$ cat config.mk
export PLATFORM = sky130hd
export DESIGN_NAME = ram_arbiter
export DESIGN_NICKNAME = d
export VERILOG_FILES = /design/src/rtl/ram_arb_pkg.sv /design/src/rtl/arb_rr_pick.sv /design/src/rtl/ram_arbiter.sv
export SDC_FILE = /design/constraint.sdc
export NUM_CORES = 1
export LEC_CHECK = 0
export ABC_AREA = 1
export CAP_MARGIN = 0
export CORE_MARGIN = 2
export CORE_UTILIZATION = 24
export DETAILED_ROUTE_END_ITERATION = 12
export GPL_ROUTABILITY_DRIVEN = 0
export PLACE_DENSITY = 0.81
export SLEW_MARGIN = 20
export SYNTH_ARGS = -nofsm -noshare
export SYNTH_HDL_FRONTEND = slang
export SYNTH_SLANG_ARGS = --single-unit
$ cat constraint.sdc
create_clock -name clk -period 1.8 [get_ports clk]
set_input_delay 0.36 -clock clk [delete_from_list [all_inputs] [get_ports clk]]
set_output_delay 0.36 -clock clk [all_outputs]
set_load 0.01 [all_outputs]
$ cat src/rtl/ram_arb_pkg.sv
// Shared types and RAM geometry for the two-master RAM arbiter.
package ram_arb_pkg;

   localparam int RAM_DW = 16;
   localparam int RAM_AW = 8;

   typedef enum logic [1:0] {
      IDLE = 2'd0,
      OWN0 = 2'd1,
      OWN1 = 2'd2
   } arb_state_t;

endpackage

$ cat src/rtl/arb_rr_pick.sv
// Combinational winner select: round-robin on ties, burst cap while the other waits.
module arb_rr_pick
   import ram_arb_pkg::*;
#(
   parameter int MAX_BURST = 4,
   parameter int BW        = $clog2(MAX_BURST + 1)
) (
   input  arb_state_t      i_st,
   input  logic [BW-1:0]   i_burst_cnt,
   input  logic            i_last,
   input  logic            i_req0,
   input  logic            i_req1,
   output logic            o_valid,
   output logic            o_idx
);

   localparam logic [BW-1:0] MAXB = BW'(MAX_BURST);

   logic w_cap;
   assign w_cap = (i_burst_cnt >= MAXB);

   // The owner keeps the grant until it has used its burst and the other side is waiting.
   always_comb begin
      o_valid = 1'b0;
      o_idx   = 1'b0;
      unique case (i_st)
         OWN0: begin
            if (i_req0 && (!w_cap || !i_req1)) begin
               o_valid = 1'b1;
               o_idx   = 1'b0;
            end else if (i_req1) begin
               o_valid = 1'b1;
               o_idx   = 1'b1;
            end
         end
         OWN1: begin
            if (i_req1 && (!w_cap || !i_req0)) begin
               o_valid = 1'b1;
               o_idx   = 1'b1;
            end else if (i_req0) begin
               o_valid = 1'b1;
               o_idx   = 1'b0;
            end
         end
         default: begin
            o_valid = i_req0 | i_req1;
            o_idx   = (i_req0 && i_req1) ? ~i_last : i_req1;
         end
      endcase
   end

endmodule

$ cat src/rtl/ram_arbiter.sv
// Shares one single-port RAM between m0 (CPU) and m1 (loader/debug).
module ram_arbiter
   import ram_arb_pkg::*;
#(
   parameter int DW        = RAM_DW,
   parameter int AW        = RAM_AW,
   parameter int MAX_BURST = 4
) (
   input  logic          clk,
   input  logic          rst_n,
   input  logic          m0_req,
   input  logic [AW-1:0] m0_addr,
   input  logic          m0_w_en,
   input  logic [DW-1:0] m0_w_data,
   output logic          m0_gnt,
   output logic          m0_r_valid,
   input  logic          m1_req,
   input  logic [AW-1:0] m1_addr,
   input  logic          m1_w_en,
   input  logic [DW-1:0] m1_w_data,
   output logic          m1_gnt,
   output logic          m1_r_valid,
   output logic [DW-1:0] r_data,
   output logic [AW-1:0] ram_addr,
   output logic          ram_w_en,
   output logic [DW-1:0] ram_w_data,
   input  logic [DW-1:0] ram_r_data
);

   localparam int              BW   = $clog2(MAX_BURST + 1);
   localparam logic [BW-1:0]   MAXB = BW'(MAX_BURST);

   arb_state_t    r_st;
   logic [BW-1:0] r_burst_cnt;
   logic          r_last;
   logic          r_rv0;
   logic          r_rv1;

   logic          w_pick_valid;
   logic          w_pick_idx;
   logic          w_win;
   logic          w_same_owner;

   arb_rr_pick #(
      .MAX_BURST (MAX_BURST),
      .BW        (BW)
   ) u_pick (
      .i_st        (r_st),
      .i_burst_cnt (r_burst_cnt),
      .i_last      (r_last),
      .i_req0      (m0_req),
      .i_req1      (m1_req),
      .o_valid     (w_pick_valid),
      .o_idx       (w_pick_idx)
   );

   // Grants are forced low while reset is asserted so nothing reaches the RAM.
   assign w_win  = w_pick_valid & rst_n;
   assign m0_gnt = w_win & ~w_pick_idx;
   assign m1_gnt = w_win &  w_pick_idx;

   assign w_same_owner = w_pick_idx ? (r_st == OWN1) : (r_st == OWN0);

   // Steer the winner onto the RAM; drive zeros when nobody is granted.
   always_comb begin
      ram_addr   = '0;
      ram_w_en   = 1'b0;
      ram_w_data = '0;
      if (m0_gnt) begin
         ram_addr   = m0_addr;
         ram_w_en   = m0_w_en;
         ram_w_data = m0_w_data;
      end else if (m1_gnt) begin
         ram_addr   = m1_addr;
         ram_w_en   = m1_w_en;
         ram_w_data = m1_w_data;
      end
   end

   // Ownership, saturating burst count and last-grant tracking.
   always_ff @(posedge clk or negedge rst_n) begin
      if (!rst_n) begin
         r_st        <= IDLE;
         r_burst_cnt <= '0;
         r_last      <= 1'b1;
      end else if (w_win) begin
         r_st   <= w_pick_idx ? OWN1 : OWN0;
         r_last <= w_pick_idx;
         if (!w_same_owner)
            r_burst_cnt <= BW'(1);
         else if (r_burst_cnt != MAXB)
            r_burst_cnt <= r_burst_cnt + BW'(1);
      end else begin
         r_st        <= IDLE;
         r_burst_cnt <= '0;
      end
   end

   // Read-return strobes: one cycle after an accepted read, dropped by reset.
   always_ff @(posedge clk or negedge rst_n) begin
      if (!rst_n) begin
         r_rv0 <= 1'b0;
         r_rv1 <= 1'b0;
      end else begin
         r_rv0 <= m0_gnt & ~m0_w_en;
         r_rv1 <= m1_gnt & ~m1_w_en;
      end
   end

   assign m0_r_valid = r_rv0;
   assign m1_r_valid = r_rv1;
   assign r_data     = ram_r_data;

endmodule

==> impl_results.md <==
- Yosys cell types: 20
- Final nets: about 320
- Netlist Area Pre-Place: about 930 µm²
- Final hold violation count: 0
- Critical path, cell by cell: inv_2, ha_4, nand3_2, nand2_1, inv_2, nand2_4, nor2_4, buf_12, buf_12, buf_8, nand2_2, nand2_1, buf_2
- Setup Skew: ~0.0012 ns
- Min Tclk post-route: approximately 2.2 ns
- Critical R2R Launch: r_st[0]$_DFF_PN0_
- Post-route ant nets: 0
- CP Capture Type: output pin
- Antenna cells: 0
- Failing checks: setup timing
- Crit path from: r_st[0]$_DFF_PN0_
- Worst setup SP type: flop
- Ranking of synthesized cells by area: nand2_1 (31%), dfrtp_1 (19%), buf_4 (13%), nand2_2 (6.1%), ha_1 (5.4%)
- CP Capture Point: ram_addr[5]
- Flops & latches, synth: 8
- Setup_tns: -10.75 ns
- # IOs: approximately 120
- Syn Area/Cell: slightly above 6 µm²
- R2R Setup Slk: roughly 0.17 ns
- Share of cells above drive strength 1: 40.7%
- Die W: 66.2 µm
- Via-per-instance ratio: between 4 and 5
- Req. time, crit path: 1.44 ns
- Max-slew headroom: 86.2%
- EDFF count, synth: 0
- Skew-Pair Late Insertion Delay: roughly 0.23 ns
- Hold Path Stages: 2
- Hold-fix buffers, CTS: 0
- Max Slew Vio Count: 0
- Cell taking the most area after synthesis: nand2_1
- Yosys Warn Count: 0
- Std cell rows: 22
- Most frequent cell after synthesis: nand2_1
- # fillers: 364
- Status: finished, violations left
- Iteration count of the initial detailed-routing pass: 3
- Clk root buf: clkbuf_8
- All-Layer GR Usage: 14.7%
- Grt total ovfl: 0
- Primary FF master, synth: dfrtp_1
- Cells after synthesis: approximately 150
- Hold Slack: approximately 0.52 ns
- Max Buffers Root-to-Sink: 2
- Leakage dissipation: roughly 1.0 nW
- Area Overhead vs Synth: 119%
- Crit share post-route: 124%
- Number of H-tree levels: 1
- Post-synth top cells: nand2_1 (77), buf_4 (16), inv_1 (11), nand2_2 (9), dfrtp_1 (7)
- Critical path type: reg2out
- Max_cap viols: 0
- Max rail drop VDD: ~200 µV
- Yosys top cell area share: a little under a third
- Wirelength, routed: approximately 3.3 mm
- Min-delay src: r_last$_DFFE_PN1P_
- Placed Instances: 272
- Fmax: about 450 MHz
- Largest net degree at the start of global routing: 11
- CTS sink cnt: 8
- Asr flop ratio synth: 100%
- R2R depth: 12
- CTS clk-pin slew, worst paths: about 0.04 ns
- Syn Nets: 223
- Initial Util: approximately a quarter
- Routed vias: around 1200
- Pre-CTS WS: -0.752 ns
- Setup WS post-layout: -0.436 ns
- Worst hold-check path type: reg2reg
- Reg-to-reg endpoint: r_burst_cnt[0]$_DFFE_PN0P_
- Critical path fanouts, max: 6
- Setup violators final: 27
- Core ar.: roughly 3700 µm²
- RSZ-0062 raised after global routing: true
- Slowest cell on the critical path: dfrtp_1
- IO buf count: approximately 80
- Die area: 4390 µm²
- Initial antenna violation count: 0
- Final cell count without fillers: roughly 290
- Routed wire per std cell: about 11 µm
- Critical Path AT: 1.88 ns
- Tightest Pin Transition: 0.206 ns
- Power Dens Cells: around 500 nW/µm²
- DR DRC count: 0
- Vias in the first global route: ~1200
- HPWL Detailed: between 2 and 2.5 mm
- Drt first-iter violations: 35
- Die height: ~66 µm
- CTS tree: built
- Register area share after synthesis: between 20% and 30%
- Global-route wire length before repair: slightly above 5 mm
- Crit-path max cell delay: about 0.38 ns
- Num CTS Buffers: 3
- PnR Total Power: slightly above 1 mW
[where the power goes]
part / switching (mW) / internal [mW]
registers: 0.00996 / 0.197
logic: 0.238 / 0.337
clock network: 0.0742 / 0.154
total: 0.323 / 0.688
[how the worst min path moves through the flow]
stage          slack, ns                    to
5_1_grt             0.56    r_last$_DFFE_PN1P_
3_3_place_gp        0.51    r_last$_DFFE_PN1P_
2_1_floorplan       0.06  m0_r_valid$_DFF_PN0_
4_1_cts             0.52    r_last$_DFFE_PN1P_
6_report            0.52    r_last$_DFFE_PN1P_
3_5_place_dp        0.51    r_last$_DFFE_PN1P_
[timing repair]
item,4_1_cts,5_1_grt
setup buffers,9,6
pin swaps,10,6
cloned,2,2
gates resized for setup,135,19
endpoints found under the setup margin,27,27
[placed cells by master (no fill, tap or decap)]
master           instances
buf_8                    2
buf_4                   16
clkbuf_16                2
nand2_4                  2
nor2_1                   6
xor2_1                   1
inv_8                    1
dfrtp_1                  7
buf_2                   23
buf_16                   1
ha_1                     2
buf_12                   4
dlygate4sd2_1            1
nand2_1                 59
clkbuf_1                 1
nand3_2                  2
buf_6                   10
inv_2                    3
clkdlybuf4s50_1         54
nor2_4                   1
dfstp_2                  1
inv_1                    9
nand3_1                  3
o21ai_4                  1
ha_4                     2
nand2_2                 26
o21ai_0                  2
clkbuf_8                 3
nor3_1                   1
[sequential cells by signal, summed over array words and instances, names as in the netlist]
register / flops
r_last: 1
m0_r_valid: 1
m1_r_valid: 1
r_st: 2
r_burst_cnt: 3
[worst max-delay path: cells and delay by family, from the launching register on]
| family | cells | cell delay (ns) |
|---|---|---|
| buffers and inverters | 6 | 0.62 |
| AND/OR/NAND/NOR | 6 | 0.36 |
| adder cells (fa/ha/maj) | 1 | 0.27 |
| flip-flops | 1 | 0.38 |
[per-stage QoR]
step | cell area (µm²) | util (%)
global route | 2040 | 55.3
floorplan | 930 | -
detailed placement | 1770 | 48.0
finish | 2040 | 55.3
CTS | 1890 | 51.3
global placement | 1770 | 48.0
[layer usage]
layer | share of wire [%] | vias to the layer above | routed length [µm] | GRT usage [%]
met2 | 53 | 62 | 1730 | 27.4
met5 | 0 | - | 0 | 0
li1 | - | 622 | - | -
met4 | 2.0 | 0 | 65 | 6.63
met1 | 37 | 524 | 1210 | 15.9
met3 | 7.9 | 11 | 257 | 2.90
[kinds of logic (layout without fill, tap and decap cells)]
kind of cell               Yosys count  count (layout)  share of synthesized area [%]
AOI/OAI and AO/OA                    3               3                           2.02
xor gates and xnor gates             1               1                          0.942
adders and majority gates            4               4                           5.38
buffers and inverters               33             130                           24.2
DFF                                  8               8                           21.7
and+or+nand+nor                    100             100                           45.8
[cell type report]
type	instances	area [µm²]	share of cell area [%]
flip-flops and latches	8	201	9.88
multi-input cells	108	591	29.0
well taps	48	60.1	2.95
inverters	13	56.3	2.76
clock buffers	4	45.0	2.21
repair buffers	113	1080	53.2
Note: power is estimated with default switching activity, not from simulation.
